File: config.mk
export PLATFORM = sky130hd
export DESIGN_NAME = video_memory_banked
export DESIGN_NICKNAME = d
export VERILOG_FILES = /design/src/rtl/video_memory_pkg.sv /design/src/rtl/video_memory_read_port.sv /design/src/rtl/video_memory_banked.sv
export SDC_FILE = /design/constraint.sdc
export NUM_CORES = 1
export LEC_CHECK = 0
export ABC_AREA = 1
export CORE_AREA = 2 2 179 181
export DETAILED_ROUTE_END_ITERATION = 8
export DIE_AREA = 0 0 181 183
export GPL_TIMING_DRIVEN = 0
export HOLD_SLACK_MARGIN = 0.02
export SYNTH_ARGS = -nofsm -noshare
export SYNTH_HDL_FRONTEND = slang
export SYNTH_SLANG_ARGS = --single-unit
File: constraint.sdc
create_clock -name clk -period 2.9 [get_ports clk]
set_input_delay 0.29 -clock clk [delete_from_list [all_inputs] [get_ports clk]]
set_output_delay 0.29 -clock clk [all_outputs]
set_load 0.01 [all_outputs]
File: src/rtl/video_memory_pkg.sv
// video_memory_pkg
//   Shared definitions for the banked video SRAM front-end:
//   peripheral FSM state encoding, idle chip-select pattern,
//   byte-lane mask expansion and the address-split helper.
//   No ports (package).

package video_memory_pkg;

  typedef enum logic {
    IDLE    = 1'b0,
    RESPOND = 1'b1
  } periph_state_e;

  // Widest supported bank count; callers slice to BANK_COUNT.
  localparam int MAX_BANKS = 8;
  localparam logic [MAX_BANKS-1:0] CSB_IDLE = '1;

  typedef struct packed {
    logic [7:0]  bank;
    logic [23:0] word;
  } addr_split_t;

  // Byte address -> bank and word fields for a macro of 2**aw words
  // and 2**bb banks. Byte offset bits [1:0] are dropped.
  function automatic addr_split_t split_addr(input logic [23:0] addr,
                                             input int aw,
                                             input int bb);
    addr_split_t s;
    logic [23:0] word_mask;
    logic [23:0] bank_mask;
    logic [23:0] bank_full;
    word_mask = (24'd1 << aw) - 24'd1;
    bank_mask = (24'd1 << bb) - 24'd1;
    bank_full = (addr >> (aw + 2)) & bank_mask;
    s.word    = (addr >> 2) & word_mask;
    s.bank    = bank_full[7:0];
    return s;
  endfunction

  function automatic logic [31:0] lane_mask(input logic [3:0] be);
    return {{8{be[3]}}, {8{be[2]}}, {8{be[1]}}, {8{be[0]}}};
  endfunction

endpackage

File: src/rtl/video_memory_read_port.sv
// video_memory_read_port
//   Video fetch path onto the read-only SRAM ports. Drives csb1/addr1 in
//   the fetch cycle, registers the bank, and selects/merges the returned
//   word one cycle later. A peripheral write to the same bank/word in the
//   fetch cycle is forwarded into the returned word byte by byte.
//   Optional macro VIDEO_MEMORY_OUTPUT_REG_EN adds one output register
//   stage (data/valid at N+2 instead of N+1).
// Ports:
//   clk, rst_n          clock, async active-low reset
//   fetch_i             video fetch strobe
//   bank_i, word_i      decoded video bank/word
//   wr_hit_i            peripheral write hits the same bank/word this cycle
//   wr_data_i/wr_mask_i peripheral write data and byte lanes
//   sram_csb1_o         r-port chip selects, active low
//   sram_addr1_o        r-port word address
//   sram_dout1_i        r-port read data, all banks
//   video_data_o        fetched word (holds between fetches)
//   video_dataValid_o   one-cycle valid strobe

module video_memory_read_port
  import video_memory_pkg::*;
#(
  parameter int SRAM_ADDRESS_SIZE = 9,
  parameter int BANK_COUNT        = 4,
  localparam int BANK_BITS        = $clog2(BANK_COUNT)
) (
  input  logic                         clk,
  input  logic                         rst_n,
  input  logic                         fetch_i,
  input  logic [BANK_BITS-1:0]         bank_i,
  input  logic [SRAM_ADDRESS_SIZE-1:0] word_i,
  input  logic                         wr_hit_i,
  input  logic [31:0]                  wr_data_i,
  input  logic [3:0]                   wr_mask_i,
  output logic [BANK_COUNT-1:0]        sram_csb1_o,
  output logic [SRAM_ADDRESS_SIZE-1:0] sram_addr1_o,
  input  logic [32*BANK_COUNT-1:0]     sram_dout1_i,
  output logic [31:0]                  video_data_o,
  output logic                         video_dataValid_o
);

  logic [BANK_BITS-1:0] bank_q, bank_d;
  logic                 valid_q;
  logic                 byp_q;
  logic [31:0]          byp_data_q;
  logic [3:0]           byp_mask_q;
  logic [31:0]          rd_word;
  logic [31:0]          byp_lanes;
  logic [31:0]          merged;

  always_comb begin
    sram_csb1_o = CSB_IDLE[BANK_COUNT-1:0];
    if (fetch_i) sram_csb1_o[bank_i] = 1'b0;
  end

  assign sram_addr1_o = word_i;
  assign bank_d       = fetch_i ? bank_i : bank_q;

  always_ff @(posedge clk or negedge rst_n) begin
    if (!rst_n) begin
      bank_q     <= '0;
      valid_q    <= 1'b0;
      byp_q      <= 1'b0;
      byp_data_q <= '0;
      byp_mask_q <= '0;
    end else begin
      bank_q  <= bank_d;
      valid_q <= fetch_i;
      byp_q   <= fetch_i & wr_hit_i;
      if (fetch_i && wr_hit_i) begin
        byp_data_q <= wr_data_i;
        byp_mask_q <= wr_mask_i;
      end
    end
  end

  // The SRAM returns the pre-write contents on a same-cycle collision,
  // so the written lanes are patched in from the captured write.
  assign rd_word   = sram_dout1_i[32*bank_q +: 32];
  assign byp_lanes = byp_q ? lane_mask(byp_mask_q) : '0;
  assign merged    = (byp_data_q & byp_lanes) | (rd_word & ~byp_lanes);

`ifdef VIDEO_MEMORY_OUTPUT_REG_EN
  logic        out_valid_q;
  logic [31:0] out_data_q;

  always_ff @(posedge clk or negedge rst_n) begin
    if (!rst_n) begin
      out_valid_q <= 1'b0;
      out_data_q  <= '0;
    end else begin
      out_valid_q <= valid_q;
      if (valid_q) out_data_q <= merged;
    end
  end

  assign video_data_o      = out_data_q;
  assign video_dataValid_o = out_valid_q;
`else
  logic [31:0] hold_q;

  always_ff @(posedge clk or negedge rst_n) begin
    if (!rst_n) begin
      hold_q <= '0;
    end else if (valid_q) begin
      hold_q <= merged;
    end
  end

  assign video_data_o      = valid_q ? merged : hold_q;
  assign video_dataValid_o = valid_q;
`endif

endmodule

File: src/rtl/video_memory_banked.sv
// video_memory_banked
//   Banked video SRAM front-end. Joins a peripheral-bus read/write port
//   (rw port of each macro) and a video fetch port (r port of each macro)
//   onto BANK_COUNT dual-port 32-bit SRAMs. Peripheral reads run through a
//   two-state FSM (IDLE/RESPOND); writes complete in one IDLE cycle.
//   Optional macro VIDEO_MEMORY_OUTPUT_REG_EN (in video_memory_read_port)
//   adds an output register stage to the video path.
// Ports:
//   clk, rst_n                     clock, async active-low reset
//   peripheralBus_*                peripheral request/response
//   requestOutput                  accepted read in progress
//   video_fetchData/address/data/dataValid  video fetch port
//   sram_csb0/web0/wmask0/addr0/din0/dout0  SRAM rw ports
//   sram_csb1/addr1/dout1                   SRAM r ports

module video_memory_banked
  import video_memory_pkg::*;
#(
  parameter int SRAM_ADDRESS_SIZE   = 9,
  parameter int BANK_COUNT          = 4,
  parameter int PERIPHERAL_BUS_BASE = 0,
  localparam int BANK_BITS          = $clog2(BANK_COUNT)
) (
  input  logic                                 clk,
  input  logic                                 rst_n,
  input  logic                                 peripheralBus_we,
  input  logic                                 peripheralBus_oe,
  output logic                                 peripheralBus_busy,
  input  logic [23:0]                          peripheralBus_address,
  input  logic [3:0]                           peripheralBus_byteSelect,
  input  logic [31:0]                          peripheralBus_dataWrite,
  output logic [31:0]                          peripheralBus_dataRead,
  output logic                                 requestOutput,
  input  logic                                 video_fetchData,
  input  logic [SRAM_ADDRESS_SIZE+BANK_BITS+1:0] video_address,
  output logic [31:0]                          video_data,
  output logic                                 video_dataValid,
  output logic [BANK_COUNT-1:0]                sram_csb0,
  output logic                                 sram_web0,
  output logic [3:0]                           sram_wmask0,
  output logic [SRAM_ADDRESS_SIZE-1:0]         sram_addr0,
  output logic [31:0]                          sram_din0,
  input  logic [32*BANK_COUNT-1:0]             sram_dout0,
  output logic [BANK_COUNT-1:0]                sram_csb1,
  output logic [SRAM_ADDRESS_SIZE-1:0]         sram_addr1,
  input  logic [32*BANK_COUNT-1:0]             sram_dout1
);

  localparam int UPPER_LSB = SRAM_ADDRESS_SIZE + 2 + BANK_BITS;
  localparam int UPPER_W   = 24 - UPPER_LSB;
  localparam logic [UPPER_W-1:0] BASE_V = UPPER_W'(PERIPHERAL_BUS_BASE);

  periph_state_e state_q, state_d;

  addr_split_t                  p_split, v_split;
  logic                         unused_split;
  logic [BANK_BITS-1:0]         p_bank, v_bank;
  logic [SRAM_ADDRESS_SIZE-1:0] p_word, v_word;
  logic                         addr_hit;
  logic                         wr_req, rd_req, rd_miss, wr_hit;

  logic [BANK_BITS-1:0] rd_bank_q, rd_bank_d;
  logic [3:0]           rd_be_q, rd_be_d;
  logic [31:0]          rdata_q, rdata_d;
  logic [31:0]          rd_masked;

  assign p_split = split_addr(peripheralBus_address, SRAM_ADDRESS_SIZE, BANK_BITS);
  assign v_split = split_addr(24'(video_address), SRAM_ADDRESS_SIZE, BANK_BITS);
  assign p_bank  = p_split.bank[BANK_BITS-1:0];
  assign p_word  = p_split.word[SRAM_ADDRESS_SIZE-1:0];
  assign v_bank  = v_split.bank[BANK_BITS-1:0];
  assign v_word  = v_split.word[SRAM_ADDRESS_SIZE-1:0];
  assign unused_split = ^{p_split, v_split};

  assign addr_hit = (peripheralBus_address[23:UPPER_LSB] == BASE_V);
  assign wr_req   = peripheralBus_we & addr_hit;
  assign rd_req   = peripheralBus_oe & ~peripheralBus_we & addr_hit;
  assign rd_miss  = peripheralBus_oe & ~peripheralBus_we & ~addr_hit;

  // Only an accepted write (IDLE) can collide with a video fetch.
  assign wr_hit = wr_req && (state_q == IDLE) && (p_bank == v_bank) && (p_word == v_word);

  assign sram_addr0 = p_word;
  assign sram_din0  = peripheralBus_dataWrite;
  assign rd_masked  = sram_dout0[32*rd_bank_q +: 32] & lane_mask(rd_be_q);

  always_comb begin
    state_d                = state_q;
    rd_bank_d              = rd_bank_q;
    rd_be_d                = rd_be_q;
    rdata_d                = rdata_q;
    peripheralBus_dataRead = rdata_q;
    peripheralBus_busy     = 1'b0;
    requestOutput          = 1'b0;
    sram_csb0              = CSB_IDLE[BANK_COUNT-1:0];
    sram_web0              = 1'b1;
    sram_wmask0            = '0;
    case (state_q)
      IDLE: begin
        if (wr_req) begin
          sram_csb0[p_bank] = 1'b0;
          sram_web0         = 1'b0;
          sram_wmask0       = peripheralBus_byteSelect;
        end else if (rd_req) begin
          sram_csb0[p_bank]  = 1'b0;
          peripheralBus_busy = 1'b1;
          requestOutput      = 1'b1;
          rd_bank_d          = p_bank;
          rd_be_d            = peripheralBus_byteSelect;
          state_d            = RESPOND;
        end else if (rd_miss) begin
          rdata_d                = '0;
          peripheralBus_dataRead = '0;
        end
      end
      RESPOND: begin
        requestOutput          = 1'b1;
        rdata_d                = rd_masked;
        peripheralBus_dataRead = rd_masked;
        state_d                = IDLE;
      end
      default: state_d = IDLE;
    endcase
  end

  always_ff @(posedge clk or negedge rst_n) begin
    if (!rst_n) begin
      state_q   <= IDLE;
      rd_bank_q <= '0;
      rd_be_q   <= '0;
      rdata_q   <= '0;
    end else begin
      state_q   <= state_d;
      rd_bank_q <= rd_bank_d;
      rd_be_q   <= rd_be_d;
      rdata_q   <= rdata_d;
    end
  end

  video_memory_read_port #(
    .SRAM_ADDRESS_SIZE(SRAM_ADDRESS_SIZE),
    .BANK_COUNT       (BANK_COUNT)
  ) u_read_port (
    .clk              (clk),
    .rst_n            (rst_n),
    .fetch_i          (video_fetchData),
    .bank_i           (v_bank),
    .word_i           (v_word),
    .wr_hit_i         (wr_hit),
    .wr_data_i        (peripheralBus_dataWrite),
    .wr_mask_i        (peripheralBus_byteSelect),
    .sram_csb1_o      (sram_csb1),
    .sram_addr1_o     (sram_addr1),
    .sram_dout1_i     (sram_dout1),
    .video_data_o     (video_data),
    .video_dataValid_o(video_dataValid)
  );

endmodule

# Word level (Yosys, flattened, before mapping)
# Index checks and enable logic that the tools add are counted.
# totals
word_cells,65
regBits,111
output_inout_bits,130
inputBits,334
# op_classes
n_bitwise,16
n_eq_ne,2
reduce_logical,8
n_lt_le_gt_ge,4
mux,23
shift,2
# op_table
op,n
128-bit by 8-bit indexed part select with 32-bit output,2
32-bit 2-to-1 mux,5
32-bit AND,3
32-bit one-hot mux with 2 select lines,1
32-bit inverter,1
32-bit bitwise OR,1
4-bit 2-to-1 mux,6
11-bit logical NOT,1
9-bit equality test,1
4-bit inverter,2
1-bit 2-to-1 mux,7
1-bit logical AND,6
2-bit by 3-bit < comparator with 1-bit output (second input constant),2
1-bit AND,5
1-bit demux with 2-bit select,2
2-bit by 1-bit greater-or-equal comparator with 1-bit output (second input constant),2
1-bit inverter,4
1-bit one-hot mux with 2 select lines,2
3-bit AND reduction,1
2-bit equality test,1

# Logic depth before layout (Yosys ltp)
# logic_depth
ltp_word,8
depth_mapped,10

# By module
# A second synthesis with hierarchy kept.
# unflattened
hier_cells,1115
hier_area_um2,7298.2
# modules_own_cells
mod,area_each_um2,cells_per_inst,n_inst
video_memory_read_port,4261.6,662,1
video_memory_banked,3036.7,453,1

# Worst setup path before layout
# Ideal clock, no wire load.
# synth_timing
path_kind,register to output
start,register u_read_port.bank_q[0]
end,output video_data[2]
n_path_buf,3
path_stages_with_launch,11
path_slack_ps,1270
t_required_ps,2610
arrival_ps,1340
cell_sequence,dfrtp_1 -> buf_2 -> inv_2 -> buf_2 -> buf_2 -> nor2_1 -> o22ai_1 -> nand2_1 -> nand2_1 -> nand2_1 -> nand2_1
# synth_via
elab_chain_cells,4
# synth_rtl
element,line_no,text
from (decl),video_memory_read_port.sv:42,"logic [BANK_BITS-1:0] bank_q, bank_d;"
from (signal assigned),video_memory_read_port.sv:67,bank_q <= bank_d;
128-bit by 8-bit indexed part select with 32-bit output,video_memory_read_port.sv:79,assign rd_word = sram_dout1_i[32*bank_q +: 32];
32-bit AND,video_memory_read_port.sv:81,assign merged = (byp_data_q & byp_lanes) | (rd_word & ~byp_lanes);
32-bit bitwise OR,video_memory_read_port.sv:81,
32-bit 2-to-1 mux,video_memory_read_port.sv:110,assign video_data_o = valid_q ? merged : hold_q;
to (decl),video_memory_banked.sv:36,"output logic [31:0] video_data,"
# Every way passes these cells.

# Worst setup path after layout
# layout_timing
start,input peripheralBus_address[13]
end,output peripheralBus_dataRead[13]
# layout_via
elab_chain_cells,7
elab_cells_between_ends,9
cone_classes,4 x mux; 4 x bitwise; 1 x reduce/logical
# layout_rtl
element,line_no,text
from (decl),video_memory_banked.sv:29,"input logic [23:0] peripheralBus_address,"
11-bit logical NOT (*),video_memory_banked.sv:75,assign addr_hit = (peripheralBus_address[23:UPPER_LSB] == BASE_V);
1-bit inverter,video_memory_banked.sv:78,assign rd_miss = peripheralBus_oe & ~peripheralBus_we & ~addr_hit;
1-bit AND,video_memory_banked.sv:78,
32-bit 2-to-1 mux,video_memory_banked.sv:111,end else if (rd_miss) begin
32-bit 2-to-1 mux,--,
32-bit 2-to-1 mux (*),--,
32-bit one-hot mux with 2 select lines (*),video_memory_banked.sv:98,case (state_q)
to (decl),video_memory_banked.sv:32,"output logic [31:0] peripheralBus_dataRead,"
# Every way passes the cells marked *; elsewhere a longest branch is shown, timed or not.

==> metrics <==
Worst Path Max Fanout=10; Hold Startpoint=video_fetchData; part of the Yosys area used for sequential elements=37.6%; Num CTS Buffers=9; mux share of post-synthesis cell area=0%; Die Y=183 microns; grt ovf=0; Simple-Gate Fraction of Synth Area=35.4%; via count=9,354; Die X=181 microns; Yosys Warn Count=0; CTS root buf=clkbuf_16; complex-gate fraction of the synthesized area=14.7%; Rows=65; Detailed Place HPWL=29,100 microns; area grow syn2layout=75.5%; Startpoint Class=input pin; RSZ-0062 raised after global routing=yes; Synth Cell Area=7390 sq um; wire per inst=17.9 microns; top cell family by delay on the critical path=buffers and inverters; initial antenna violation count=0; Synth Instances=1,113; flop-to-flop setup slack=1.14 ns; post-layout minimum cycle time=2.78 ns; net count after synthesis=1,447; fmax=0.360 GHz; max-cap violations=0; wirelength, routed=35,700 microns; Port Buffers=459; # DRC=0; Max Slew Vio Count=0; Crit Path Class=in -> out; WP data arrival=2.49 ns; Util after Layout=41.6%; Max transition margin=58.8%; core area=31,200 sq um; DRT iter0 DRCs=476; Slowest Stage Delay on Critical Path=0.55 ns; Pre-Repair DR Iteration Count=5; fin nets=1,918; vias in the first global route=9,334; average via count per standard cell=4.70; IO Pins=464; CP endpoint kind=output pin; worst skew pair latency=0.35 ns; share of cells above drive strength 1=8.82%; CTS tree=done; number of setup violations in the final report=0; Final Cell Area=13,000 sq um; Syn Area/Cell=6.64 sq um; Post-Synth XOR/XNOR Area=0%; PD cells=330 nW/um^2; number of H-tree levels=3; CP max-delay cell=clkdlybuf4s50_1; worst-path cell chain=clkdlybuf4s50_1, nor2_1, and2_1, nand2_1, nand2_1, buf_2, nand3_1, nand2_2, clkdlybuf4s50_1; largest family of logic cells by synthesized area=simple AND/OR/NAND/NOR gates; worst path buffer plus inverter count=3; Yosys reg bits=111; reg2reg start=state_q; reg2reg path depth=5; largest net degree at the start of global routing=73; first-pass GRT wire length=53,500 microns; hold endpoint=u_read_port.video_dataValid_o; Worst Path Required=2.61 ns; clk_skew=0.0102 ns; worst hold slack=0.403 ns; routability cong.=0.932; HP Class=in -> reg; Worst VDD drop=0.000238 V; Final ANT Viol Nets=0; final hold violations=0; P_leak=0.00619 uW; Inserted Diodes=0; worst-case clock buffer depth=2; Setup TNS Final=0 ns; Placed Instance Area=12,500 sq um; Worst-Margin Slew=0.618 ns; CTS clk-pin slew, worst paths=0.07 ns; die footprint=33,100 sq um; Final Cycle Share=95.7%; post-synth cell types=20; clock sink total=111; Critical R2R Capture=rd_bank_q[0]; hold path depth=1; Starting Density=23.7%; post-synthesis adder-cell area fraction=0%; GR Util All Layers=20.8%; status=completed
[timing repair]
action	in CTS	in global routing
pin swaps	1	6
hold endpoints to repair	39	0
gates resized for setup	25	66
setup endpoints to repair	43	59
hold buffers	1	0
buffers inserted	0	1
[routing by layer]
layer  vias to the layer above  global-route usage (%)  part of all wire (%)
met5                         -                       0                     0
met4                         0                    5.59                   1.8
met3                        34                    3.55                   5.3
met2                       328                    36.5                    50
met1                      4391                    26.4                    43
li1                       4601                       -                     -
[metrics by stage]
step | cells | setup WS (ns) | total power, uW
2_1_floorplan | 1113 | 1.27 | 2140
3_3_place_gp | 1974 | -3.01 | 3020
3_5_place_dp | 1975 | -0.0919 | 3030
4_1_cts | 1991 | 0.0104 | 4340
5_1_grt | 1990 | -0.0000528 | 4500
6_report | 1990 | 0.124 | 4280
[worst reg2reg max path: stages (launching register included)]
cell	delay (ns)
dfrtp_1	0.32
buf_2	0.27
clkinvlp_4	0.25
nand3_1	0.25
clkbuf_1	0.32
o21ai_0	0.19
[Yosys cell counts (all sizes together)]
| library cell | n | area share [%] |
|---|---|---|
| nand2 | 327 | 17 |
| nor2 | 154 | 8.0 |
| o21ai | 137 | 9.3 |
| dfrtp | 111 | 38 |
| nand3 | 110 | 7.6 |
| buf | 91 | 8.2 |
| o22ai | 64 | 5.4 |
| clkbuf | 42 | 2.1 |
| inv | 38 | 1.9 |
| nand4 | 37 | 3.1 |
| and2 | 1 | 0.085 |
| clkinv | 1 | 0.051 |
[kinds of logic after synthesis]
family,Yosys count
compound gates,201
flops,111
buf+inv,172
simple gates,629
[sequential cells by signal, summed over array words and instances (netlist names)]
signal	count
rdata_q	32
u_read_port.byp_data_q	32
u_read_port.hold_q	32
rd_be_q	4
u_read_port.byp_mask_q	4
rd_bank_q	2
u_read_port.bank_q	2
state_q	1
u_read_port.byp_q	1
u_read_port.video_dataValid_o	1
[worst max-delay path by stage]
stage / from / to / slack (ns) / depth (start not counted)
global placement: rst_n / u_read_port.hold_q[29] / -3.01 / 1
finish: peripheralBus_address[13] / peripheralBus_dataRead[13] / 0.12 / 9
floorplan: u_read_port.bank_q[0] / video_data[2] / 1.27 / 10
detailed placement: peripheralBus_address[13] / peripheralBus_dataRead[13] / -0.09 / 9
global route: u_read_port.bank_q[0] / video_data[28] / -0.00005 / 11
CTS: u_read_port.bank_q[0] / video_data[14] / 0.01 / 11
[placed cells by master (no fill, tap or decap), types with 2 or more instances in the layout]
cell type,Yosys,layout
dlygate4sd2_1,0,3
nand3_1,109,109
o21ai_0,129,129
clkdlybuf4s50_1,0,440
clkbuf_1,42,16
buf_2,18,12
nor2_1,151,151
clkbuf_2,0,22
inv_1,30,29
buf_6,6,12
clkbuf_4,0,3
o22ai_2,0,3
buf_4,53,58
nand4_1,37,37
nand2_1,327,326
nor2_4,1,2
inv_2,8,9
buf_1,14,11
dfrtp_1,111,111
clkinvlp_4,0,2
o21ai_1,8,8
dlymetal6s2s_1,0,15
clkbuf_16,0,9
o22ai_1,64,61
[power by group]
part | switching (uW) | internal (uW) | total [uW]
clock network | 579 | 695 | 1270
logic | 601 | 768 | 1370
registers | 21.9 | 1620 | 1640
[layout make-up]
type	count	area [sq um]
tap	402	503
multi-input combinational	830	3730
fill	3256	18300
timing repair buffer	462	4670
sequential	111	2780
inverter	39	150
buffer	131	842
clock buffer	11	243
clock inverter	4	55.1
(Power assumes the default switching activity.)
